--- src/rtl/fp_to_int_arbiter_pkg.sv ---
// ---------------------------------------------------------------------------
// fp_to_int_arbiter_pkg
// Shared definitions for the fp_to_int arbiter slice: FSM state encoding and
// the widths of the 13-bit floating-point operand and 8-bit integer result.
// No ports (package).
// ---------------------------------------------------------------------------
package fp_to_int_arbiter_pkg;

  // Arbiter sequencer states
  typedef enum logic [1:0] {
    IDLE = 2'd0,
    CONV = 2'd1,
    RESP = 2'd2
  } state_t;

  // Operand / result field widths
  localparam int EXP_W  = 4;
  localparam int FRAC_W = 8;
  localparam int INT_W  = 8;

endpackage

--- src/rtl/fp_to_int_arbiter_if.sv ---
// ---------------------------------------------------------------------------
// fp_to_int_arbiter_if
// Bundles the requester-facing bus of the fp_to_int arbiter.
//   req      : per-requester level request
//   sign_in  : per-requester sign bits, bit i belongs to requester i
//   exp_in   : per-requester exponents, slice [4i+3:4i]
//   frac_in  : per-requester fractions, slice [8i+7:8i]
//   gnt      : one-hot grant, high while the requester's operation is in flight
//   done     : one-cycle result-valid pulse
//   done_id  : index of the requester owning integ/uf/of
//   integ    : registered integer result
//   uf / of  : registered underflow / overflow flags
// Modports: master = requester side, slave = arbiter side.
// ---------------------------------------------------------------------------
interface fp_to_int_arbiter_if #(
  parameter int N_REQ = 4,
  parameter int ID_W  = 2
);
  import fp_to_int_arbiter_pkg::*;

  logic [N_REQ-1:0]        req;
  logic [N_REQ-1:0]        sign_in;
  logic [EXP_W*N_REQ-1:0]  exp_in;
  logic [FRAC_W*N_REQ-1:0] frac_in;
  logic [N_REQ-1:0]        gnt;
  logic                    done;
  logic [ID_W-1:0]         done_id;
  logic [INT_W-1:0]        integ;
  logic                    uf;
  logic                    of;

  modport master (
    output req, sign_in, exp_in, frac_in,
    input  gnt, done, done_id, integ, uf, of
  );

  modport slave (
    input  req, sign_in, exp_in, frac_in,
    output gnt, done, done_id, integ, uf, of
  );

endinterface

--- src/rtl/fp_to_int.sv ---
// ---------------------------------------------------------------------------
// fp_to_int
// Combinational converter from 13-bit FP (sign, 4-bit exponent, 8-bit
// fraction, value = 0.frac * 2^exp) to an 8-bit two's-complement integer.
//   sign  in  : operand sign
//   exp   in  : operand exponent
//   frac  in  : operand fraction
//   integ out : truncated integer, negated when sign is set
//   uf    out : exp == 0 (magnitude below one)
//   of    out : exp >= 8 (magnitude does not fit)
// ---------------------------------------------------------------------------
module fp_to_int
  import fp_to_int_arbiter_pkg::*;
(
  input  logic              sign,
  input  logic [EXP_W-1:0]  exp,
  input  logic [FRAC_W-1:0] frac,
  output logic [INT_W-1:0]  integ,
  output logic              uf,
  output logic              of
);

  logic [INT_W-1:0] mag;

  // 0.frac * 2^exp truncated is the fraction shifted right by (8 - exp);
  // out-of-range exponents flag and force the integer to zero.
  always_comb begin
    mag   = '0;
    integ = '0;
    uf    = 1'b0;
    of    = 1'b0;
    if (exp == '0) begin
      uf = 1'b1;
    end else if (exp >= EXP_W'(8)) begin
      of = 1'b1;
    end else begin
      mag   = frac >> (EXP_W'(8) - exp);
      integ = sign ? (~mag + INT_W'(1)) : mag;
    end
  end

endmodule

--- src/rtl/fp_to_int_arbiter_rr_arbiter.sv ---
// ---------------------------------------------------------------------------
// rr_arbiter
// Combinational round-robin picker: finds the first set request bit scanning
// upward from ptr and wrapping from N_REQ-1 back to 0.
//   req   in  : request vector
//   ptr   in  : scan start index (always < N_REQ)
//   gnt   out : one-hot of the winner (zero when no request)
//   idx   out : winner index
//   valid out : any request present
// ---------------------------------------------------------------------------
module rr_arbiter #(
  parameter int N_REQ = 4,
  parameter int ID_W  = 2
) (
  input  logic [N_REQ-1:0] req,
  input  logic [ID_W-1:0]  ptr,
  output logic [N_REQ-1:0] gnt,
  output logic [ID_W-1:0]  idx,
  output logic             valid
);

  int cand;

  // Walk N_REQ candidates starting at ptr; the first hit wins and later
  // hits are ignored through the valid flag.
  always_comb begin
    gnt   = '0;
    idx   = '0;
    valid = 1'b0;
    cand  = 0;
    for (int off = 0; off < N_REQ; off++) begin
      cand = int'(ptr) + off;
      if (cand >= N_REQ) begin
        cand = cand - N_REQ;
      end
      if (!valid && req[cand]) begin
        valid     = 1'b1;
        idx       = ID_W'(cand);
        gnt[cand] = 1'b1;
      end
    end
  end

endmodule

--- src/rtl/fp_to_int_arbiter.sv ---
// ---------------------------------------------------------------------------
// fp_to_int_arbiter
// Shares one fp_to_int converter between N_REQ requesters with round-robin
// arbitration. Operands of the winner are latched so the converter sees
// stable inputs; results are registered towards the requesters.
//   clk    in  : system clock
//   reset  in  : synchronous active-high reset
//   bus    slave modport of fp_to_int_arbiter_if (req/operands in,
//          gnt/done/done_id/integ/uf/of out)
// Optional build macro FP_TO_INT_ARB_STATS_EN adds saturating 16-bit
// counters:
//   conv_cnt out : completed conversions
//   uf_cnt   out : conversions that underflowed
//   of_cnt   out : conversions that overflowed
// ---------------------------------------------------------------------------
module fp_to_int_arbiter
  import fp_to_int_arbiter_pkg::*;
#(
  parameter int N_REQ = 4,
  parameter int ID_W  = 2
) (
  input  logic                clk,
  input  logic                reset,
  fp_to_int_arbiter_if.slave  bus
`ifdef FP_TO_INT_ARB_STATS_EN
  ,
  output logic [15:0]         conv_cnt,
  output logic [15:0]         uf_cnt,
  output logic [15:0]         of_cnt
`endif
);

  // Reject configurations whose index cannot address every requester
  if (N_REQ < 2 || N_REQ > 8) begin : g_bad_n_req
    $error("fp_to_int_arbiter: N_REQ must be in 2..8");
  end
  if ((1 << ID_W) < N_REQ) begin : g_bad_id_w
    $error("fp_to_int_arbiter: ID_W too narrow for N_REQ");
  end

  state_t             state;
  logic [ID_W-1:0]    rr_ptr;
  logic [ID_W-1:0]    cur_id;
  logic               op_sign;
  logic [EXP_W-1:0]   op_exp;
  logic [FRAC_W-1:0]  op_frac;

  logic [N_REQ-1:0]   gnt_q;
  logic               done_q;
  logic [ID_W-1:0]    done_id_q;
  logic [INT_W-1:0]   integ_q;
  logic               uf_q;
  logic               of_q;

  logic [N_REQ-1:0]   arb_gnt;
  logic [ID_W-1:0]    arb_idx;
  logic               arb_valid;
  logic [ID_W-1:0]    ptr_next;

  logic               sel_sign;
  logic [EXP_W-1:0]   sel_exp;
  logic [FRAC_W-1:0]  sel_frac;

  logic [INT_W-1:0]   conv_integ;
  logic               conv_uf;
  logic               conv_of;

  assign bus.gnt     = gnt_q;
  assign bus.done    = done_q;
  assign bus.done_id = done_id_q;
  assign bus.integ   = integ_q;
  assign bus.uf      = uf_q;
  assign bus.of      = of_q;

  rr_arbiter #(
    .N_REQ (N_REQ),
    .ID_W  (ID_W)
  ) u_arb (
    .req   (bus.req),
    .ptr   (rr_ptr),
    .gnt   (arb_gnt),
    .idx   (arb_idx),
    .valid (arb_valid)
  );

  fp_to_int u_conv (
    .sign  (op_sign),
    .exp   (op_exp),
    .frac  (op_frac),
    .integ (conv_integ),
    .uf    (conv_uf),
    .of    (conv_of)
  );

  // Pointer moves one past the winner so it drops to lowest priority
  assign ptr_next = (arb_idx == ID_W'(N_REQ - 1)) ? '0 : arb_idx + ID_W'(1);

  // One-hot operand select driven by the arbiter's grant vector
  always_comb begin
    sel_sign = 1'b0;
    sel_exp  = '0;
    sel_frac = '0;
    for (int i = 0; i < N_REQ; i++) begin
      if (arb_gnt[i]) begin
        sel_sign = bus.sign_in[i];
        sel_exp  = bus.exp_in[i*EXP_W +: EXP_W];
        sel_frac = bus.frac_in[i*FRAC_W +: FRAC_W];
      end
    end
  end

  // Sequencer: grant and latch in IDLE, capture the converter in CONV,
  // release the grant in RESP. Reset aborts any operation without a done.
  always_ff @(posedge clk) begin
    if (reset) begin
      state     <= IDLE;
      rr_ptr    <= '0;
      cur_id    <= '0;
      op_sign   <= 1'b0;
      op_exp    <= '0;
      op_frac   <= '0;
      gnt_q     <= '0;
      done_q    <= 1'b0;
      done_id_q <= '0;
      integ_q   <= '0;
      uf_q      <= 1'b0;
      of_q      <= 1'b0;
    end else begin
      case (state)
        IDLE: begin
          if (arb_valid) begin
            op_sign <= sel_sign;
            op_exp  <= sel_exp;
            op_frac <= sel_frac;
            gnt_q   <= arb_gnt;
            cur_id  <= arb_idx;
            rr_ptr  <= ptr_next;
            state   <= CONV;
          end
        end
        CONV: begin
          integ_q   <= conv_integ;
          uf_q      <= conv_uf;
          of_q      <= conv_of;
          done_id_q <= cur_id;
          done_q    <= 1'b1;
          state     <= RESP;
        end
        RESP: begin
          gnt_q  <= '0;
          done_q <= 1'b0;
          state  <= IDLE;
        end
        default: begin
          gnt_q  <= '0;
          done_q <= 1'b0;
          state  <= IDLE;
        end
      endcase
    end
  end

`ifdef FP_TO_INT_ARB_STATS_EN
  // Counters step on the edge that raises done, saturating at all-ones
  always_ff @(posedge clk) begin
    if (reset) begin
      conv_cnt <= '0;
      uf_cnt   <= '0;
      of_cnt   <= '0;
    end else if (state == CONV) begin
      if (conv_cnt != 16'hFFFF) begin
        conv_cnt <= conv_cnt + 16'd1;
      end
      if (conv_uf && uf_cnt != 16'hFFFF) begin
        uf_cnt <= uf_cnt + 16'd1;
      end
      if (conv_of && of_cnt != 16'hFFFF) begin
        of_cnt <= of_cnt + 16'd1;
      end
    end
  end
`endif

endmodule
--- src/flat_wrapper.sv ---
// flat-port wrapper written by rule: the top's interface ports become plain ports
module fp_to_int_arbiter_flat import fp_to_int_arbiter_pkg::*;
#(
  parameter int N_REQ = 4,
  parameter int ID_W  = 2
)
  (clk, reset, bus_req, bus_sign_in, bus_exp_in, bus_frac_in, bus_gnt, bus_done, bus_done_id, bus_integ, bus_uf, bus_of);
  fp_to_int_arbiter_if #(.N_REQ(N_REQ), .ID_W(ID_W)) bus_i ();
  input  logic clk;
  input  logic reset;
  input wire logic [$bits(bus_i.req)-1:0] bus_req;
  input wire logic [$bits(bus_i.sign_in)-1:0] bus_sign_in;
  input wire logic [$bits(bus_i.exp_in)-1:0] bus_exp_in;
  input wire logic [$bits(bus_i.frac_in)-1:0] bus_frac_in;
  output wire logic [$bits(bus_i.gnt)-1:0] bus_gnt;
  output wire logic [$bits(bus_i.done)-1:0] bus_done;
  output wire logic [$bits(bus_i.done_id)-1:0] bus_done_id;
  output wire logic [$bits(bus_i.integ)-1:0] bus_integ;
  output wire logic [$bits(bus_i.uf)-1:0] bus_uf;
  output wire logic [$bits(bus_i.of)-1:0] bus_of;
  assign bus_i.req = bus_req;
  assign bus_i.sign_in = bus_sign_in;
  assign bus_i.exp_in = bus_exp_in;
  assign bus_i.frac_in = bus_frac_in;
  assign bus_gnt = bus_i.gnt;
  assign bus_done = bus_i.done;
  assign bus_done_id = bus_i.done_id;
  assign bus_integ = bus_i.integ;
  assign bus_uf = bus_i.uf;
  assign bus_of = bus_i.of;
  fp_to_int_arbiter #(.N_REQ(N_REQ), .ID_W(ID_W)) u_core (.clk(clk), .reset(reset), .bus(bus_i));
endmodule
--- config.mk ---
export PLATFORM = sky130hd
export DESIGN_NAME = fp_to_int_arbiter_flat
export DESIGN_NICKNAME = d
export VERILOG_FILES = /design/src/rtl/fp_to_int_arbiter_pkg.sv /design/src/rtl/fp_to_int_arbiter_if.sv /design/src/rtl/fp_to_int.sv /design/src/rtl/fp_to_int_arbiter_rr_arbiter.sv /design/src/rtl/fp_to_int_arbiter.sv /design/src/flat_wrapper.sv
export SDC_FILE = /design/constraint.sdc
export NUM_CORES = 1
export LEC_CHECK = 0
export BUFFER_PORTS_ARGS = -buffer_cell sky130_fd_sc_hd__buf_4
export CELL_PAD_IN_SITES_DETAIL_PLACEMENT = 0
export CELL_PAD_IN_SITES_GLOBAL_PLACEMENT = 1
export CORE_MARGIN = 8
export CORE_UTILIZATION = 35
export DETAILED_ROUTE_END_ITERATION = 16
export GPL_ROUTABILITY_DRIVEN = 0
export PLACE_DENSITY_LB_ADDON = 0.1
export SLEW_MARGIN = 20
export SYNTH_ARGS = -nofsm -noshare
export SYNTH_HDL_FRONTEND = slang
export SYNTH_HIERARCHICAL = 1
export SYNTH_SLANG_ARGS = --single-unit
--- constraint.sdc ---
create_clock -name clk -period 2.83 [get_ports clk]
set_input_delay 0.4245 -clock clk [delete_from_list [all_inputs] [get_ports clk]]
set_output_delay 0.4245 -clock clk [all_outputs]
set_load 0.03 [all_outputs]
### Word level (Yosys, flattened, before mapping)

Cells that the tools add are included.

| word-level totals | value |
|---|---|
| bits in registers | 36 |
| bits in latches | 0 |
| RAM bits | 0 |
| bits in read-only memories | 0 |
| memories kept | 0 |
| bits of input ports | 58 |

| operators by class | value |
|---|---|
| reduce and logical (&&, ||, !) cells | 14 |
| divide/modulo/power cells | 0 |
| multipliers | 0 |
| add/sub/neg operators | 10 |
| magnitude comparators | 13 |
| shift operators | 1 |
| equal/unequal tests | 3 |
| mux-type cells | 60 |
| bitwise gates (word level) | 5 |

Operators by type and width:

| operator | number |
|---|---|
| $ge 32x1->1 const B | 4 |
| $lt 32x4->1 const B | 4 |
| $mux 32 | 4 |
| $mux 8 | 7 |
| $mux 4 | 9 |
| $mux 1 | 23 |
| $mux 2 | 6 |
| $or 4x4->4 | 3 |
| $sub 3x3->4 const B | 3 |
| $ge 3x3->1 const B | 3 |
| $add 8x1->8 const B | 1 |
| $bmux 1 s2 | 4 |
| $demux 1 s2 | 4 |
| $not 8->8 | 1 |
| $pmux 4 s2 | 1 |
| $shr 8x4->8 | 1 |
| $logic_and 1x1->1 | 7 |
| $add 2x2->3 const B | 2 |
| $ge 4x4->1 const B | 1 |
| $logic_not 4->1 | 1 |
| $pmux 2 s2 | 1 |
| $reduce_and 2->1 | 2 |
| $sub 2x3->4 const B | 1 |
| $sub 4x4->4 const A | 1 |
| 10 further kinds | 12 |

### Depth between registers and ports, before layout

| logic depth | value |
|---|---|
| depth in word-level cells | 19 |
| depth in mapped cells | 13 |
| depth with buffers taken out | 12 |

### Cells and area by module

The synthesis kept the hierarchy.

Modules (own cells, without submodules):

| module | sequential area each (um2) | area an instance (um2) | cells each | instances |
|---|---|---|---|---|
| fp_to_int_arbiter | 720.7 | 1704.1 | 213 | 1 |
| fp_to_int | 0.0 | 670.6 | 92 | 1 |
| rr_arbiter | 0.0 | 460.4 | 48 | 1 |

### Least setup slack after synthesis

OpenSTA, ideal clock, no wires.

| timing | value |
|---|---|
| path kind | register -> register |
| from | reg u_core.rr_ptr[0] |
| to | reg u_core.op_exp[1] |
| required time | 2.744 ns |
| clock period less this slack | 3.013 ns |
| stages on the path, launching flop included | 13 |
| arrival time | 2.928 ns |
| path slack | -0.183 ns |
| path through | dfxtp_1 -> buf_6 -> inv_1 -> ha_1 -> mux4_2 -> buf_6 -> and2b_2 -> a22oi_1 -> o21ai_0 -> clkbuf_1 -> a21oi_1 -> a221o_1 -> a211oi_1 |

RTL lines:

| element | line | RTL |
|---|---|---|
| start, declared | fp_to_int_arbiter.sv:42 | `logic [ID_W-1:0] rr_ptr;` |
| start signal, assigned | fp_to_int_arbiter.sv:137 | `rr_ptr <= ptr_next;` |
| parallel branches: the longest is 14 deep, another holds $ge 32x1->1 | - |  |
| $mux 4 * | fp_to_int_arbiter_rr_arbiter.sv:36 | `if (!valid && req[cand]) begin` |
| named net u_core.arb_gnt[1] | fp_to_int_arbiter.sv:55 | `logic [N_REQ-1:0] arb_gnt;` |
| $mux 4 * (3 in a row) | fp_to_int_arbiter.sv:104 | `if (arb_gnt[i]) begin` |
| end signal, assigned | fp_to_int_arbiter.sv:133 | `op_exp <= sel_exp;` |
| end, declared | fp_to_int_arbiter.sv:45 | `logic [EXP_W-1:0] op_exp;` |

Mark *: on every way through the listed nets, which the timed path passes. The select of a mux whose other input is x is not followed.
A chain may end at the register's enable or synchronous reset.

### Final worst setup path

| timing | value |
|---|---|
| from | reg u_core.rr_ptr[1] |
| to | reg u_core.rr_ptr[0] |

| between the ends | value |
|---|---|
| longest elaborated chain between the ends | 17 |

RTL lines:

| element | line | RTL |
|---|---|---|
| parallel branches: the longest is 14 deep, another holds $sub 3x3->4 | - |  |
| $mux 2 * | fp_to_int_arbiter_rr_arbiter.sv:36 |  |
| named net u_core.arb_idx[1] | fp_to_int_arbiter.sv:56 | `logic [ID_W-1:0] arb_idx;` |
| $eq 2x2->1 * | fp_to_int_arbiter.sv:96 | `assign ptr_next = (arb_idx == ID_W'(N_REQ - 1)) ? '0 : arb_idx + ID_W'(1);` |
| $mux 2 * | fp_to_int_arbiter.sv:96 |  |

Marks and branches as above.

==> out/metrics.cfg <==
[outcome]
status = finished clean

[sta]
timing.final.crit_share = 0.985
worstMarginPinSlew_ns = 0.957
setup_viol = 0
final_max_slew_viol_count = 0
max_freq_mhz = 359
clock-skew-final_ns = 0.0119
hold_ws_ns = 0.456
fin_ws_ns = 0.0422
fin_setup_tns_ns = 0
finalHoldViolCount = 0
finalCriticalPeriod_ns = 2.79
slew_headroom = 0.359

[logic_synthesis]
synthArstFlopShare = 0
synth_top_area_share = 0.254
syn_inst = 353
yosysTopAreaCell = dfxtp_1
syn_area_um2 = 2840
ys_types = 51
synth_area_leaders = dfxtp_1 (25%), a21oi_1 (8.5%), nand2_1 (5.4%), mux2i_1 (5.3%), ha_1 (4.9%)
synth_edf_count = 0
synth_common_cells = a21oi_1 (48), nand2_1 (41), dfxtp_1 (36)
synth_flop_cell = dfxtp_1
synth_nets = 422
yosysMostFrequentCell = a21oi_1
syn_avg_cell_area_um2 = 8.03
yosys_warnings = 6
ys_ff_latch = 36
seq_area_frac_synth = 0.254

[clock_tree]
clockBufferDepth = 2
hold_buffers = 0
cts-htree-levels = 2
path_clk_slew_ns = 0.08
clk_latency_ns = 0.30
cts_buffers = 5
cts_tree = yes
clock_sinks = 36
cts_root_buf = clkbuf_8

[worst_setup_path]
worstSetupPathType = flip-flop to flip-flop
cp-start-kind = flip-flop
cp.arrival_ns = 3.01
cp.required_ns = 3.05
crit_fanout = 5
end_kind = flip-flop

[routing]
viasPerCell = 5.25
wl_per_cell_um = 15.8
routed_wl_um = 8560
drt_iter0_markers = 133
drt_first_pass_iters = 4
drc = 0
vias = 2837
drtAntennaViolNets = 0

[finish]
final_nets = 503
n_fill_cell = 813
area_delta_synth_final_pct = 39.1
multi_input_area_um2 = 2000
regArea_um2 = 726
fin_cells = 540
n_antenna_cell = 0
layout-drive-gt1-share = 0.352

[global_route]
grt_pass1_wl_um = 13000
grt_pass1_vias = 2754
overflow = 0
antenna_found_initial = 0
grt_max_degree = 37
grt_use_total = 0.139

[power]
power_density_nw_per_um2 = 1380
cellLeakagePower_nw = 1.63
p_clk_frac = 0.084
p_sw_frac = 0.467
power.switching_mw = 2.54
seqPwrFrac = 0.158
p_int_mw = 2.89
ir_drop_uv = 661
comb_power_share = 0.758

[hold_path]
hold_class = flip-flop to flip-flop

[floorplanning]
die_y_um = 106
fp.dieW_um = 106
fp-row-count = 33
core-area_um2 = 8050
start_util = 0.352
num_io_pins = 75
die_area_um2 = 11200

[placed_design]
io_buffers = 74
dpl.hpwl_um = 6230
dp_cells = 523
place_ws_ns = 0.0860

[flow_run]
drv_cap = 0

power groups by stage:
stage / combinational, mW / clock, mW / sequential, mW
floorplan: 2.67 / 0 / 0.897
global placement: 3.61 / 0 / 0.859
detailed placement: 3.63 / 0 / 0.861
CTS: 3.64 / 0.467 / 0.849
global route: 4.46 / 0.489 / 0.884
finish: 4.11 / 0.457 / 0.855
repair_timing:
action                                 CTS  global route
gates resized for setup                  0            24
setup endpoints to repair                0            15
buffers inserted                         0             4
endpoints found under the hold margin    0             0
cell families after synthesis:
logic type                 share of synthesized area
and+or+nand+nor                                0.231
xor gates and xnor gates                      0.0181
muxes                                          0.105
DFF                                            0.254
AOI/OAI and AO/OA                              0.265
adders and majority gates                     0.0485
buffers and inverters                         0.0786
flip-flops by register name, summed over array words and instances, names as in the netlist, 2 cells and up:
register	count
u_core/op_frac	8
u_core/state	2
u_core/op_exp	4
u_core/bus.done_id	2
u_core/cur_id	2
u_core/rr_ptr	2
u_core/bus.integ	8
u_core/bus.gnt	4
final cells by class:
cell class | instances | share of cell area
clock buffer | 5 | 0.0174
multi-input combinational | 269 | 0.507
tap | 105 | 0.0333
inverter | 20 | 0.0190
timing repair buffer | 102 | 0.229
clock inverter | 3 | 0.0108
sequential | 36 | 0.184
placed cells by master (no fill, tap or decap), types with 3 or more instances in the layout:
| cell type | n |
|---|---|
| ha_1 | 9 |
| buf_6 | 3 |
| nand3b_1 | 15 |
| a22oi_2 | 4 |
| nor2b_1 | 3 |
| xnor2_1 | 3 |
| a211oi_2 | 8 |
| nand2_1 | 41 |
| nor3_1 | 9 |
| inv_1 | 19 |
| nand3_1 | 5 |
| buf_12 | 3 |
| nor2_1 | 28 |
| clkbuf_8 | 5 |
| a221o_1 | 13 |
| a21oi_1 | 48 |
| mux2i_1 | 14 |
| nand2b_1 | 6 |
| a211oi_1 | 6 |
| clkbuf_16 | 5 |
| o21ai_0 | 3 |
| o21ai_2 | 3 |
| buf_4 | 91 |
| mux4_2 | 3 |
| dfxtp_1 | 34 |
| a22oi_1 | 4 |
| o21ai_1 | 3 |
critical path, stage by stage, from the launching register on:
cell and delay, ns:
dfxtp_4 0.38, buf_4 0.11, mux4_1 0.62, nor4b_4 0.48, nor2_1 0.12, a32o_1 0.26, ha_1 0.17, or3_1 0.38
a21oi_2 0.19
stage by stage:
stage / utilization / total power, mW / area [um^2]
after global routing: 0.490 / 5.84 / 3940
after CTS: 0.459 / 4.96 / 3690
final: 0.490 / 5.42 / 3940
after floorplan: - / 3.57 / 2850
after detailed placement: 0.445 / 4.49 / 3580
after global placement: 0.445 / 4.47 / 3580
metal layers:
metal / vias to the layer above / GRT usage / part of all wire
li1: 1441 / - / -
met1: 1330 / 0.175 / 0.46
met2: 57 / 0.224 / 0.49
met3: 9 / 0.0321 / 0.041
met4: 0 / 0.0533 / 0.017
met5: - / 0 / 0
final timing paths:
kind | from | to | cells past startpoint | slack (ns)
hold reg to reg | u_core/bus.integ[4] | u_core/bus.integ[4] | 2 | 0.46
hold / removal | u_core/bus.integ[4] | u_core/bus.integ[4] | 2 | 0.46
setup reg to reg | u_core/rr_ptr[1] | u_core/rr_ptr[0] | 8 | 0.04
setup / recovery | u_core/rr_ptr[1] | u_core/rr_ptr[0] | 8 | 0.04
Power figures use the tool's default switching activity.
